[config.mk]
export PLATFORM = sky130hd
export DESIGN_NAME = wide_add_sequencer
export DESIGN_NICKNAME = d
export VERILOG_FILES = /design/src/rtl/wide_add_sequencer.sv
export SDC_FILE = /design/constraint.sdc
export NUM_CORES = 1
export LEC_CHECK = 0
export BUFFER_PORTS_ARGS = -buffer_cell sky130_fd_sc_hd__clkbuf_2
export CORE_ASPECT_RATIO = 1.1
export CORE_MARGIN = 8
export CORE_UTILIZATION = 59
export DETAILED_ROUTE_END_ITERATION = 7
export GPL_ROUTABILITY_DRIVEN = 0
export PLACE_DENSITY = 0.85
export SYNTH_ARGS = -nofsm -noshare
export SYNTH_HDL_FRONTEND = slang
export SYNTH_SLANG_ARGS = --single-unit
[constraint.sdc]
create_clock -name clk -period 8.6 [get_ports clk]
set_input_delay 0.43 -clock clk [delete_from_list [all_inputs] [get_ports clk]]
set_output_delay 0.43 -clock clk [all_outputs]
set_load 0.05 [all_outputs]
[src/rtl/wide_add_sequencer.sv]
// rtl/wide_add_sequencer.sv - multi-cycle wide adder sequencing one 8-bit carry-select slice (optional WIDE_ADD_OVF_EN adds ovf)
module wide_add_sequencer #(
    parameter int WIDTH = 32
) (
    input  logic             clk,
    input  logic             rst,
    input  logic             in_valid,
    output logic             in_ready,
    input  logic [WIDTH-1:0] a,
    input  logic [WIDTH-1:0] b,
    input  logic             cin,
    output logic             out_valid,
    input  logic             out_ready,
    output logic [WIDTH-1:0] sum,
    output logic             cout
`ifdef WIDE_ADD_OVF_EN
    ,
    output logic             ovf
`endif
);

    localparam int N   = WIDTH / 8;
    localparam int K_W = (N > 1) ? $clog2(N) : 1;

    typedef enum logic [1:0] {
        IDLE = 2'd0,
        RUN  = 2'd1,
        DONE = 2'd2
    } state_t;

    state_t           state_q, state_d;
    logic [K_W-1:0]   k_q, k_d;
    // Operand registers shift right one byte per RUN cycle so the slice
    // always reads bits [7:0]; sum fills in from the top the same way.
    logic [WIDTH-1:0] a_q, a_d;
    logic [WIDTH-1:0] b_q, b_d;
    logic [WIDTH-1:0] sum_q, sum_d;
    logic             carry_q, carry_d;
    logic             cout_q, cout_d;
`ifdef WIDE_ADD_OVF_EN
    logic             ovf_q, ovf_d;
`endif

    logic [4:0] lo_nib;
    logic [4:0] hi_nib0;
    logic [4:0] hi_nib1;
    logic [7:0] slice_sum;
    logic       slice_cout;
    logic       last_slice;

    // Carry-select slice: ripple low nibble, high nibble precomputed for both carries.
    always_comb begin
        lo_nib     = {1'b0, a_q[3:0]} + {1'b0, b_q[3:0]} + {4'b0000, carry_q};
        hi_nib0    = {1'b0, a_q[7:4]} + {1'b0, b_q[7:4]};
        hi_nib1    = {1'b0, a_q[7:4]} + {1'b0, b_q[7:4]} + 5'd1;
        slice_sum  = {(lo_nib[4] ? hi_nib1[3:0] : hi_nib0[3:0]), lo_nib[3:0]};
        slice_cout = lo_nib[4] ? hi_nib1[4] : hi_nib0[4];
        last_slice = (k_q == K_W'(N - 1));
    end

    // Next-state and datapath update; everything holds unless a branch changes it.
    always_comb begin
        state_d = state_q;
        k_d     = k_q;
        a_d     = a_q;
        b_d     = b_q;
        sum_d   = sum_q;
        carry_d = carry_q;
        cout_d  = cout_q;
`ifdef WIDE_ADD_OVF_EN
        ovf_d   = ovf_q;
`endif
        case (state_q)
            IDLE: begin
                if (in_valid) begin
                    a_d     = a;
                    b_d     = b;
                    carry_d = cin;
                    k_d     = '0;
                    state_d = RUN;
                end
            end
            RUN: begin
                a_d     = a_q >> 8;
                b_d     = b_q >> 8;
                sum_d   = (sum_q >> 8) | (WIDTH'(slice_sum) << (WIDTH - 8));
                carry_d = slice_cout;
                k_d     = k_q + K_W'(1);
                if (last_slice) begin
                    k_d     = '0;
                    cout_d  = slice_cout;
`ifdef WIDE_ADD_OVF_EN
                    // Carry into the MSB is recovered as a7 ^ b7 ^ s7.
                    ovf_d   = a_q[7] ^ b_q[7] ^ slice_sum[7] ^ slice_cout;
`endif
                    state_d = DONE;
                end
            end
            DONE: begin
                if (out_ready) begin
                    state_d = IDLE;
                end
            end
            default: state_d = IDLE;
        endcase
    end

    // State and datapath registers with asynchronous reset.
    always_ff @(posedge clk or posedge rst) begin
        if (rst) begin
            state_q <= IDLE;
            k_q     <= '0;
            a_q     <= '0;
            b_q     <= '0;
            sum_q   <= '0;
            carry_q <= 1'b0;
            cout_q  <= 1'b0;
`ifdef WIDE_ADD_OVF_EN
            ovf_q   <= 1'b0;
`endif
        end else begin
            state_q <= state_d;
            k_q     <= k_d;
            a_q     <= a_d;
            b_q     <= b_d;
            sum_q   <= sum_d;
            carry_q <= carry_d;
            cout_q  <= cout_d;
`ifdef WIDE_ADD_OVF_EN
            ovf_q   <= ovf_d;
`endif
        end
    end

    assign in_ready  = (state_q == IDLE);
    assign out_valid = (state_q == DONE);
    assign sum       = sum_q;
    assign cout      = cout_q;
`ifdef WIDE_ADD_OVF_EN
    assign ovf       = ovf_q;
`endif

endmodule

==> Flow_metrics.wiki <==
{| class="wikitable"
! Metric !! Value
|-
| Result of the run || complete, no violations
|-
| CTS H-Tree Depth || 3
|-
| Unrepaired setup endpoints after global routing || no
|-
| Instance count of the mapped netlist || between 500 and 600
|-
| Slew HR || 0.293
|-
| Ordered list of cells on the worst path || buf_4, nor2b_4, buf_4, mux2_2
|-
| Most common cell in the netlist || dfrtp_1
|-
| Final core utilization || 0.694
|-
| Number of hold violations in the final report || 0
|-
| Final-layout setup total negative slack || 0 ps
|-
| Drt first pass iters || 4
|-
| Top cells by count, synth || 102 x dfrtp_1, 86 x nand2_1, 53 x o21ai_0, 52 x a21oi_1, 49 x nor2b_1
|-
| Biggest area consumer among synthesized cells || dfrtp_1
|-
| Die Footprint || 11500 µm²
|-
| Maximum fanout count along the critical path || 57
|-
| Core Box Area || 8230 µm²
|-
| Post-place instance area || roughly 5500 µm²
|-
| Via density per instance || between 5 and 6
|-
| Top-Level Pins || around 100
|-
| Area delta synth->final || 15.8%
|-
| Static Leakage || 0.00278 µW
|-
| Part of the power in registers || 0.368
|-
| Worst-skew pair later-pin latency || roughly 370 ps
|-
| Count of yosys warnings during synthesis || 0
|-
| Post-synth EDFFs || 0
|-
| Clock skew || about 13 ps
|-
| Required @ worst endpoint || 8850 ps
|-
| Switching share of power || 0.473
|-
| Setup CP Type || flop to flop
|-
| Area of all placed cells without fillers || 5710 µm²
|-
| DRC violations left || 0
|-
| Mapped cell area || 4930 µm²
|-
| Post-synthesis async set-or-reset flop share || 1.00
|-
| Netlist cell types || 43
|-
| Peak supply drop || between 0.00015 and 0.0002 V
|-
| Seq. cell area || 2550 µm²
|-
| Transition at the pin with the smallest max-transition slack || 1060 ps
|-
| Top cells by area in the synthesized netlist || dfrtp_1 52%, a22oi_1 7.3%, nand2_1 6.5%
|-
| Part of the Yosys area used for sequential elements || 0.518
|-
| Die extent in x || 103 µm
|-
| Antenna violations before repair || 0
|-
| Vias in the first global route || 3996
|-
| Final setup violation count || 0
|-
| Arrival @ worst endpoint || between 2000 and 3000 ps
|-
| Design Power || 2240 µW
|-
| Average routed wire per standard cell || around 17 µm
|-
| Fraction of final layout cells with drive strength greater than 1 || 0.232
|-
| Portion of synthesized cell area occupied by the leading cell type || 0.518
|-
| Number of DRC violations after detailed-routing iteration 0 || around 270
|-
| GRT Overall Usage || 0.210
|-
| Final period utilization || 0.286
|-
| Dominant register cell in the synthesized netlist || dfrtp_1
|-
| Crit path launch type || flop
|-
| Kind of end point of the critical path || flop
|-
| Total of fill cells in the finished design || 688
|-
| R2R setup slack || 6140 ps
|-
| Share of power burned in the clock network || 0.143
|-
| Period minus WS final || 2460 ps
|-
| Post-detailed-route count of antenna-violating nets || 0
|-
| Flops & latches, synth || 102
|-
| Clock-pin slew on the worst setup and hold paths || 100 ps
|-
| Post-layout net count || 672
|-
| Avg Synthesized Cell Area || 9.75 µm²
|-
| Clock Path Buffers || 2
|-
| Post-CTS Setup Bufs || 0
|-
| Multi-input gate area in the final layout || 2200 µm²
|-
| Pint || 1180 µW
|-
| Top cell by count, worst path || buf_4
|-
| Initial core utilization || 0.599
|-
| Die Ht || between 100 and 150 µm
|-
| Max frequency || between 0.4 and 0.5 GHz
|-
| Detailed placement HPWL || 8150 µm
|-
| Wire length of the first global-routing pass || 19300 µm
|-
| PD cells || 391 nW/µm²
|-
| Placement Rows || 35
|-
| Pin count of the biggest net entering global routing || 81
|-
| Delay of the slowest cell on the worst path || 650 ps
|-
| Number of buffers inserted during clock tree synthesis || 9
|-
| Slew Limit Fails || 0
|-
| Critical-path top delay cell || nor2b_4
|-
| Clock net sink count || 102
|-
| Class of the worst hold path || input port to flop
|-
| TritonCTS clock tree || done
|-
| Root buffer selected by CTS || clkbuf_8
|-
| N_diodes || 0
|-
| Detailed Route WL || approximately 12000 µm
|-
| Synth Net Count || slightly below 600
|-
| Maximum capacitance violations || 0
|-
| Aggregate global routing overflow || 0
|-
| Combinational power share || 0.489
|-
| NetSw || 1060 µW
|-
| Quantity of I/O buffers inserted on ports || 103
|-
| Vias || 4098
|}
-- registers in the layout, indices dropped and copies added (netlist names) --
register and count:
state_q 2, carry_q 1, b_q 32, sum 32, k_q 2, cout 1
a_q 32
-- layout make-up --
type                            instances  share of cell area
Timing Repair Buffer                  110              0.0999
Clock buffer                           10              0.0241
Clock inverter                          6              0.0131
Sequential cell                       102               0.447
Tap cell                              111              0.0243
Inverter                                8             0.00570
Multi-Input combinational cell        360               0.386
-- repair_timing --
item,in CTS,in global routing
hold buffers,1,0
endpoints found under the hold margin,22,0
resized for setup,0,0
-- routing by layer --
metal,vias to the layer above,track usage,share of wire,routed length [µm]
met3,20,0.0462,0.066,778
met4,0,0.0957,0.024,279
met5,-,0,0,0
met1,1988,0.272,0.40,4740
met2,133,0.327,0.51,5940
li1,1957,-,-,-
-- critical path, delay by kind of cell (launching register included) --
| family | cells | cell delay [ps] |
|---|---|---|
| flip-flops | 1 | 400 |
| AND/OR/NAND/NOR | 1 | 650 |
| buffers and inverters | 2 | 880 |
| multiplexers | 1 | 390 |
-- power by group through the flow --
stage | clock network (µW) | registers (µW) | logic (µW)
2_1_floorplan | 0 | 1020 | 638
3_3_place_gp | 0 | 817 | 1050
3_5_place_dp | 0 | 832 | 1090
4_1_cts | 324 | 823 | 1100
5_1_grt | 345 | 848 | 1200
6_report | 320 | 822 | 1090
-- cell usage in the layout, fill, tap and decap left out, types with 3 or more instances in the layout --
cell type and instances:
clkbuf_2 103, dfrtp_1 101, nand2_1 86, o21ai_0 53
a21oi_1 52, a22oi_1 48, nor2b_1 47, a22o_1 17
clkbuf_8 10, ha_1 9, inv_1 7, buf_4 6
xnor2_1 4, nand2b_1 3, nand3_1 3, o21ai_1 3
fa_1 3, inv_6 3
-- final timing paths --
path | cells after the start | end | from
max in group asynchronous | 4 | state_q[1]$_DFFE_PP0P_ | rst
hold reg to reg | 2 | sum[3]$_DFFE_PP0P_ | sum[3]$_DFFE_PP0P_
setup / recovery | 4 | sum[30]$_DFFE_PP0P_ | state_q[1]$_DFFE_PP0P_
setup reg to reg | 4 | sum[30]$_DFFE_PP0P_ | state_q[1]$_DFFE_PP0P_
min in group asynchronous | 3 | sum[20]$_DFFE_PP0P_ | rst
hold / removal | 2 | state_q[1]$_DFFE_PP0P_ | out_ready
-- cells by family after synthesis --
group / Yosys count / share of synthesized area
muxes: 2 / 0.00431
adders and majority gates: 12 / 0.0350
AOI/OAI and AO/OA: 189 / 0.241
buffers and inverters: 44 / 0.0386
and+or+nand+nor: 152 / 0.152
DFF: 102 / 0.518
xor gates and xnor gates: 5 / 0.0117
-- through the flow --
step / cells / hold slack [ps] / setup slack (ps)
after CTS: 707 / 223 / 6160
after detailed placement: 690 / 386 / 6190
after floorplan: 506 / 460 / 5490
final: 707 / 232 / 6140
after global placement: 690 / 383 / 6220
after global routing: 707 / 241 / 6010
(Power assumes the default switching activity.)
